--- src/rtl/seg_scan_mux.sv ---
// Time-multiplexed scan driver for a multi-digit BCD display: walks the digits
// with a blanking gap, suppresses leading zeros and swaps values only at frame boundaries.
module seg_scan_mux #(
  parameter int DIGITS   = 4,
  parameter int PRESCALE = 50000,
  parameter int GAP      = 2
) (
  input  logic                  clk,
  input  logic                  rst,
  input  logic [4*DIGITS-1:0]   digits_in,
  input  logic                  load,
  input  logic                  blank_lz,
  output logic                  w,
  output logic                  x,
  output logic                  y,
  output logic                  z,
  output logic [DIGITS-1:0]     an,
  output logic [2:0]            digit_idx,
  output logic                  frame_tick
);

  localparam int CW = (PRESCALE > GAP) ? $clog2(PRESCALE) : $clog2(GAP);
  localparam logic [CW-1:0] GAP_LAST  = CW'(GAP - 1);
  localparam logic [CW-1:0] SHOW_LAST = CW'(PRESCALE - 1);
  localparam logic [2:0]    IDX_LAST  = 3'(DIGITS - 1);

  typedef enum logic {S_GAP, S_SHOW} state_t;

  state_t                state_q, state_d;
  logic [CW-1:0]         cnt_q, cnt_d;
  logic [2:0]            idx_d;
  logic [4*DIGITS-1:0]   pending_q, shadow_q, shadow_d;
  logic [DIGITS-1:0]     an_d;
  logic [3:0]            nib_d;
  logic                  tick_d;

  function automatic logic [3:0] nib_at(input logic [4*DIGITS-1:0] v, input logic [2:0] i);
    nib_at = '0;
    for (int k = 0; k < DIGITS; k++)
      if (i == 3'(k)) nib_at = v[4*k +: 4];
  endfunction

  // True when digit i and every digit above it are zero.
  function automatic logic upper_zero(input logic [4*DIGITS-1:0] v, input logic [2:0] i);
    upper_zero = 1'b1;
    for (int k = 0; k < DIGITS; k++)
      if (3'(k) >= i && v[4*k +: 4] != 4'd0) upper_zero = 1'b0;
  endfunction

  // NOTE: every always_comb output gets a default first so no path can infer a latch.
  always_comb begin
    state_d  = state_q;
    cnt_d    = cnt_q + CW'(1);
    idx_d    = digit_idx;
    shadow_d = shadow_q;
    unique case (state_q)
      S_GAP: begin
        if (cnt_q == GAP_LAST) begin
          cnt_d   = '0;
          state_d = S_SHOW;
        end
      end
      S_SHOW: begin
        if (cnt_q == SHOW_LAST) begin
          cnt_d   = '0;
          state_d = S_GAP;
          if (digit_idx == IDX_LAST) begin
            idx_d    = '0;
            // A load landing on the boundary cycle beats the older pending value.
            shadow_d = load ? digits_in : pending_q;
          end else begin
            idx_d = digit_idx + 3'd1;
          end
        end
      end
      default: ;
    endcase
  end

  // Outputs are derived from the next state so they register alongside it.
  always_comb begin
    nib_d  = nib_at(shadow_d, idx_d);
    tick_d = (state_d == S_SHOW) && (idx_d == IDX_LAST) && (cnt_d == SHOW_LAST);
    an_d   = '1;
    if (state_d == S_SHOW && !(blank_lz && idx_d != 3'd0 && upper_zero(shadow_d, idx_d)))
      for (int k = 0; k < DIGITS; k++)
        if (idx_d == 3'(k)) an_d[k] = 1'b0;
  end

  // NOTE: sequential state uses non-blocking assignments so all registers update together.
  always_ff @(posedge clk) begin
    if (rst) begin
      state_q    <= S_GAP;
      cnt_q      <= '0;
      digit_idx  <= '0;
      pending_q  <= '0;
      shadow_q   <= '0;
      an         <= '1;
      {w, x, y, z} <= 4'd0;
      frame_tick <= 1'b0;
    end else begin
      state_q    <= state_d;
      cnt_q      <= cnt_d;
      digit_idx  <= idx_d;
      shadow_q   <= shadow_d;
      if (load) pending_q <= digits_in;
      an         <= an_d;
      {w, x, y, z} <= nib_d;
      frame_tick <= tick_d;
    end
  end

endmodule

--- config.mk ---
export PLATFORM = sky130hd
export DESIGN_NAME = seg_scan_mux
export DESIGN_NICKNAME = d
export VERILOG_FILES = /design/src/rtl/seg_scan_mux.sv
export SDC_FILE = /design/constraint.sdc
export NUM_CORES = 1
export LEC_CHECK = 0
export CELL_PAD_IN_SITES_DETAIL_PLACEMENT = 0
export CELL_PAD_IN_SITES_GLOBAL_PLACEMENT = 2
export CORE_MARGIN = 8
export CORE_UTILIZATION = 30
export CTS_CLUSTER_DIAMETER = 120
export CTS_CLUSTER_SIZE = 8
export DETAILED_ROUTE_END_ITERATION = 16
export GPL_ROUTABILITY_DRIVEN = 0
export PLACE_DENSITY = 0.68
export SLEW_MARGIN = 5
export SYNTH_ARGS = -nofsm -noshare
export SYNTH_HDL_FRONTEND = slang
export SYNTH_SLANG_ARGS = --single-unit
--- constraint.sdc ---
create_clock -name clk -period 5.1 [get_ports clk]
set_input_delay 1.02 -clock clk [delete_from_list [all_inputs] [get_ports clk]]
set_output_delay 1.02 -clock clk [all_outputs]
set_load 0.05 [all_outputs]
==> results of run 1 <==
Yosys cell counts, drive strengths merged, types with 4 or more instances:
cell type	n
nor4	6
nand4	5
clkbuf	7
nor3	5
mux2i	16
nand2b	4
nor2b	12
inv	15
a21oi	15
buf	7
xor2	7
mux2	17
nand3	11
nand2	14
nor2	59
xnor2	8
dfxtp	61
o21ai	5
worst max-delay path, cell delays in order:
cell and delay [ns]:
clkdlybuf4s50_1 0.45, buf_4 0.27, or4b_2 0.62, o221ai_1 0.20, o21ai_0 0.11, mux2_1 0.31, a211o_1 0.31, nor2_1 0.10
or3_1 0.10
area by class of cell:
cell class                      count  area [um^2]
Timing Repair Buffer               34          333
Fill cell                         961         5700
Multi-Input combinational cell    222         1490
Clock buffer                       10          128
Inverter                           15         56.3
Tap cell                          111          139
Clock inverter                      6          134
Sequential cell                    61         1220
power by group through the flow:
stage	sequential (W)	clock, W	combinational [W]
floorplan	0.000513	0	0.0000411
global placement	0.000510	0	0.0000776
detailed placement	0.000511	0	0.0000772
CTS	0.000500	0.000591	0.0000774
global route	0.000502	0.000610	0.0000847
finish	0.000500	0.000573	0.0000750
cells by family (layout without fill, tap and decap cells):
| logic type | count (synthesis) | count (layout) |
|---|---|---|
| AND/OR/NAND/NOR | 130 | 130 |
| flip-flops | 61 | 61 |
| AO/OA/AOI/OAI | 40 | 40 |
| multiplexers | 33 | 33 |
| buffers and inverters | 29 | 65 |
| XOR/XNOR | 15 | 15 |
| adder cells (fa/ha/maj) | 4 | 4 |
sequential cells by signal, summed over array words and instances (netlist names):
| register | cells |
|---|---|
| cnt_q | 16 |
| pending_q | 16 |
| shadow_q | 16 |
| an | 4 |
| digit_idx | 3 |
| frame_tick | 1 |
| state_q | 1 |
| w | 1 |
| x | 1 |
| y | 1 |
| z | 1 |
per-layer routing:
layer	wire [um]	GRT usage [%]	part of all wire, %
met2	3210	18.8	50
met1	2840	11.8	44
met5	0	0	0
met3	304	3.46	4.7
met4	130	4.88	2.0
worst paths after layout:
path                   to  slack (ns)  cells past startpoint
max                 an[1]        1.88                      9
min          pending_q[6]        0.49                      2
max reg2reg             z        1.89                      8
min reg2reg  pending_q[6]        0.49                      2
through the flow:
step | worst slack, ns | power, W
finish | 1.88 | 0.00115
global route | 1.53 | 0.00120
CTS | 1.84 | 0.00117
detailed placement | 1.50 | 0.000588
global placement | 1.52 | 0.000588
floorplan | 2.28 | 0.000554
==> impl_metrics.yaml, run 1 <==
status:
  outcome: "finished clean"
global_routing:
  first_global_vias: 2228
  grt_first_pass_wirelength_mm: 11.0
  initial_antenna_violation_count: 0
  grt_overflow_total: 0
  grt_max_degree: 44
  grt_usage_pct: 10.8
cells_and_area:
  n_antenna_cell: 0
  share_of_cells_above_drive_strength_1_pct: 13.5
  final_cell_area_um2: 3500
  area_growth_pct: 23.3
  layout_commonest_cell: "dfxtp_1"
  number_of_nets_at_the_end_of_the_flow: 366
  layout.core_utilization_pct: 38.1
  mostFrequentLayoutCells: "61 x dfxtp_1, 57 x nor2_1, 31 x clkdlybuf4s50_1, 16 x mux2i_1, 16 x mux2_2"
  layout.cells.non_filler: 459
placed_design:
  dp.cells: 443
  hpwl_mm: 4.69
  place.port_buffers: 31
  placement.cell_area_um2: 3240
setup_path:
  crit_path_start_kind: "primary input"
  worstSetupStartpoint: "load"
  end_kind: "register"
  critical_path_required_ns: 5.38
  reg2reg_launch_point: "cnt_q[0]"
  critPathArrivalTime_ns: 3.50
  worst-setup-path-type: "in2reg"
  worstPathMaxFanout: 18
synthesis:
  post_synth_instance_area_um2: 2840
  syn_inst: 312
  netlist-cell-type-count: 58
  synth_ff_type: "dfxtp_1"
  yosys-top-cells-area: "dfxtp_1 43%, nor2_1 7.5%, mux2_2 6.3%"
  synth_edf_count: 0
  synth-simple-area-share_pct: 23.6
  synth-seq-area-share_pct: 43.0
  synth_fp_nets: 335
  synth_top_family_by_area: "simple AND/OR/NAND/NOR gates"
  synth-compound-area-share_pct: 10.1
  synthesis.yosys.warnings: 0
  yosys-mux-area-fraction_pct: 12.4
  synth_xor_area_share_pct: 4.63
  post_synth_fa_ha_maj_area_fraction_pct: 1.68
  seq_cells_post_synth: 61
  syn-mean-instance-area_um2: 9.10
  postSynth.asyncResetShare_pct: 0
  synthDominantAreaCellType: "dfxtp_1"
  area_fraction_of_the_dominant_cell_type_after_synthesis_pct: 43.0
power:
  power.leakage_nw: 1.31
  pwr_density_cell_nw_per_um2: 328
  p_sw_w: 0.000246
  worst_ir_drop_vdd_v: 0.000147
  share_seq_of_total_power_pct: 43.5
  power_switching_share_pct: 21.4
  clkPwrFrac_pct: 49.9
  internal-power_w: 0.000902
  combinationalPowerShare_pct: 6.5
sta:
  fin_hold_ws_ns: 0.492
  tightest_slew_ns: 1.01
  final-hold-violation-count: 0
  setup_repair_after_global_routing_missed_its_margin: "false"
  tns_ns: 0
  max_freq_mhz: 310
  maxSlewViolCount: 0
  clock_skew_ns: 0.0107
  slew_headroom_pct: 32.4
  final_critical_path_share_of_the_clock_period_pct: 63.2
  min_tclk_post_route_ns: 3.22
  finalSetupViolations: 0
drt:
  drc: 0
  postRouteAntennaNets: 0
  drt-wirelength-per-cell_um: 14.1
  firstDrtPassIters: 4
  starting_drc_count_in_detailed_routing: 65
  routed_via_density: 4.77
  wl_mm: 6.48
  via_count: 2189
cts:
  cts_num_sinks: 61
  cts_htree_levels: 3
  post_cts_resize_count: 0
  worst_skew_pair.late_latency_ns: 0.34
  max-clock-path-buffers: 2
  clkTransAtPathRegs_ns: 0.08
  cts_tree: "yes"
  cts_inserted_buffers: 9
  postCtsHoldBufs: 0
  cts.repair_timing.setup_buffer_count: 0
  clockRootBuffer: "clkbuf_8"
floorplanning:
  ports: 32
  design.die.area_um2: 12800
  dieHeight_um: 113
  initial_utilization_pct: 30.9
  die_x_um: 113
  core.rowCount: 35
  fp.coreArea_um2: 9200
min_path:
  hold_path_startpoint: "pending_q[6]"
  hp-class: "reg2reg"
run:
  cap_viol_max_count: 0
No activity file was read; power rests on OpenSTA's default activity.
==> run 2, diff against run 1 <==
clock period = 3.35 ns   (was 5.1 ns; I/O delays follow)
==> impl_metrics.yaml, run 2 (synthesis gave the netlist of run 1 again) <==
setup_path:
  critPathArrivalTime_ns: 2.91
  worst-setup-path-type: "reg2reg"
  end_kind: "register"
  critical_path_required_ns: 3.56
  worst_r2r_path_depth: 9
  rrSetupSlack_ns: 0.65
  r2r_end: "z"
  worstPathMaxFanout: 9
  crit_path_start_kind: "register"
  reg2reg_launch_point: "cnt_q[0]"
power:
  finalPower_w: 0.00169
  power.leakage_nw: 1.34
  pwr_density_cell_nw_per_um2: 479
  worst_ir_drop_vdd_v: 0.000244
drt:
  drt-wirelength-per-cell_um: 14.5
  via_count: 2187
  drc: 0
  routed_via_density: 4.70
  starting_drc_count_in_detailed_routing: 63
  firstDrtPassIters: 4
  wl_mm: 6.74
  postRouteAntennaNets: 0
cts:
  cts_num_sinks: 61
  cts_inserted_buffers: 9
  worst_skew_pair.late_latency_ns: 0.33
  clkTransAtPathRegs_ns: 0.07
  clockRootBuffer: "clkbuf_8"
  post_cts_resize_count: 0
  cts.repair_timing.setup_buffer_count: 0
  cts_tree: "yes"
  cts_htree_levels: 3
  postCtsHoldBufs: 0
  max-clock-path-buffers: 2
sta:
  min_tclk_post_route_ns: 2.70
  tightest_slew_ns: 0.780
  tns_ns: 0
  finalSetupViolations: 0
  final_critical_path_share_of_the_clock_period_pct: 80.7
  max_freq_mhz: 370
  setup_repair_after_global_routing_missed_its_margin: "false"
  clock_skew_ns: 0.00864
  fin_hold_ws_ns: 0.486
  slew_headroom_pct: 47.8
  maxSlewViolCount: 0
  final-hold-violation-count: 0
global_routing:
  grt_max_degree: 43
  initial_antenna_violation_count: 0
  grt_first_pass_wirelength_mm: 11.5
  grt_overflow_total: 0
  first_global_vias: 2248
  grt_usage_pct: 11.5
floorplanning:
  ports: 32
  core.rowCount: 35
  fp.coreArea_um2: 9200
  design.die.area_um2: 12800
  initial_utilization_pct: 30.9
  dieHeight_um: 113
  die_x_um: 113
cells_and_area:
  layout.cells.non_filler: 465
  number_of_nets_at_the_end_of_the_flow: 373
  layout.core_utilization_pct: 38.5
  layout_commonest_cell: "dfxtp_1"
  share_of_cells_above_drive_strength_1_pct: 15.3
  n_antenna_cell: 0
  mostFrequentLayoutCells: "61 x dfxtp_1, 57 x nor2_1, 31 x clkdlybuf4s50_1, 16 x mux2i_1, 16 x mux2_2"
  largestRegisters: "cnt_q (16), pending_q (16), shadow_q (16)"
  area_growth_pct: 24.6
min_path:
  hold-path-cell-count: 2
  hold_path_startpoint: "pending_q[9]"
  holdPathEnd: "pending_q[9]"
  hp-class: "reg2reg"
status:
  outcome: "finished clean"
run:
  cap_viol_max_count: 0
placed_design:
  place.port_buffers: 31
  hpwl_mm: 4.88
  dp.cells: 450
[run 2: cell count changes in the layout (fill, tap and decap cells not counted)]
cell | previous run | this run
buf_4 | 3 | 10
bufinv_16 | 4 | 3
clkbuf_1 | 1 | 0
clkbuf_8 | 9 | 11
inv_6 | 1 | 0
[run 2: layer usage]
layer | wire length [um] | vias up | share of wire (%) | GRT usage (%)
li1 | - | 1147 | - | -
met1 | 2900 | 1007 | 43 | 12.2
met2 | 3480 | 26 | 52 | 20.7
met3 | 280 | 7 | 4.2 | 4.21
met4 | 82 | 0 | 1.2 | 3.46
met5 | 0 | - | 0 | 0
[run 2: where the power goes]
| group | switching [W] | internal, W | total, W |
|---|---|---|---|
| sequential | 0.0000138 | 0.000747 | 0.000761 |
| combinational | 0.0000610 | 0.0000558 | 0.000117 |
| clock | 0.000286 | 0.000530 | 0.000815 |
[run 2: worst max path at each step]
stage	slack, ns	end	depth (start not counted)	startpoint
finish	0.65	z	9	cnt_q[0]
CTS	0.60	z	9	cnt_q[0]
floorplan	0.79	an[1]	9	cnt_q[0]
global route	0.36	z	9	cnt_q[0]
detailed placement	0.27	an[1]	8	load
global placement	0.27	an[1]	8	load
[run 2: layout make-up]
class	count	area, um^2
fill	964	5660
timing repair buffer	41	385
sequential	61	1220
clock buffer	11	151
multi-input combinational	222	1490
tap	111	139
inverter	15	56.3
clock inverter	4	95.1
[run 2: through the flow]
| stage | worst slack (ns) | area [um^2] |
|---|---|---|
| final | 0.646 | 3540 |
| after global routing | 0.357 | 3540 |
| after CTS | 0.595 | 3540 |
| after detailed placement | 0.270 | 3290 |
| after global placement | 0.265 | 3290 |
| after floorplan | 0.791 | 2840 |
[run 2: worst max-delay path: stages, from the launching register on]
cell,delay [ns]
dfxtp_1,0.43
ha_1,0.22
nand3_1,0.13
nor3_1,0.26
buf_4,0.18
a21boi_0,0.10
nor2_1,0.62
mux2_2,0.41
a21oi_1,0.15
o31ai_1,0.08
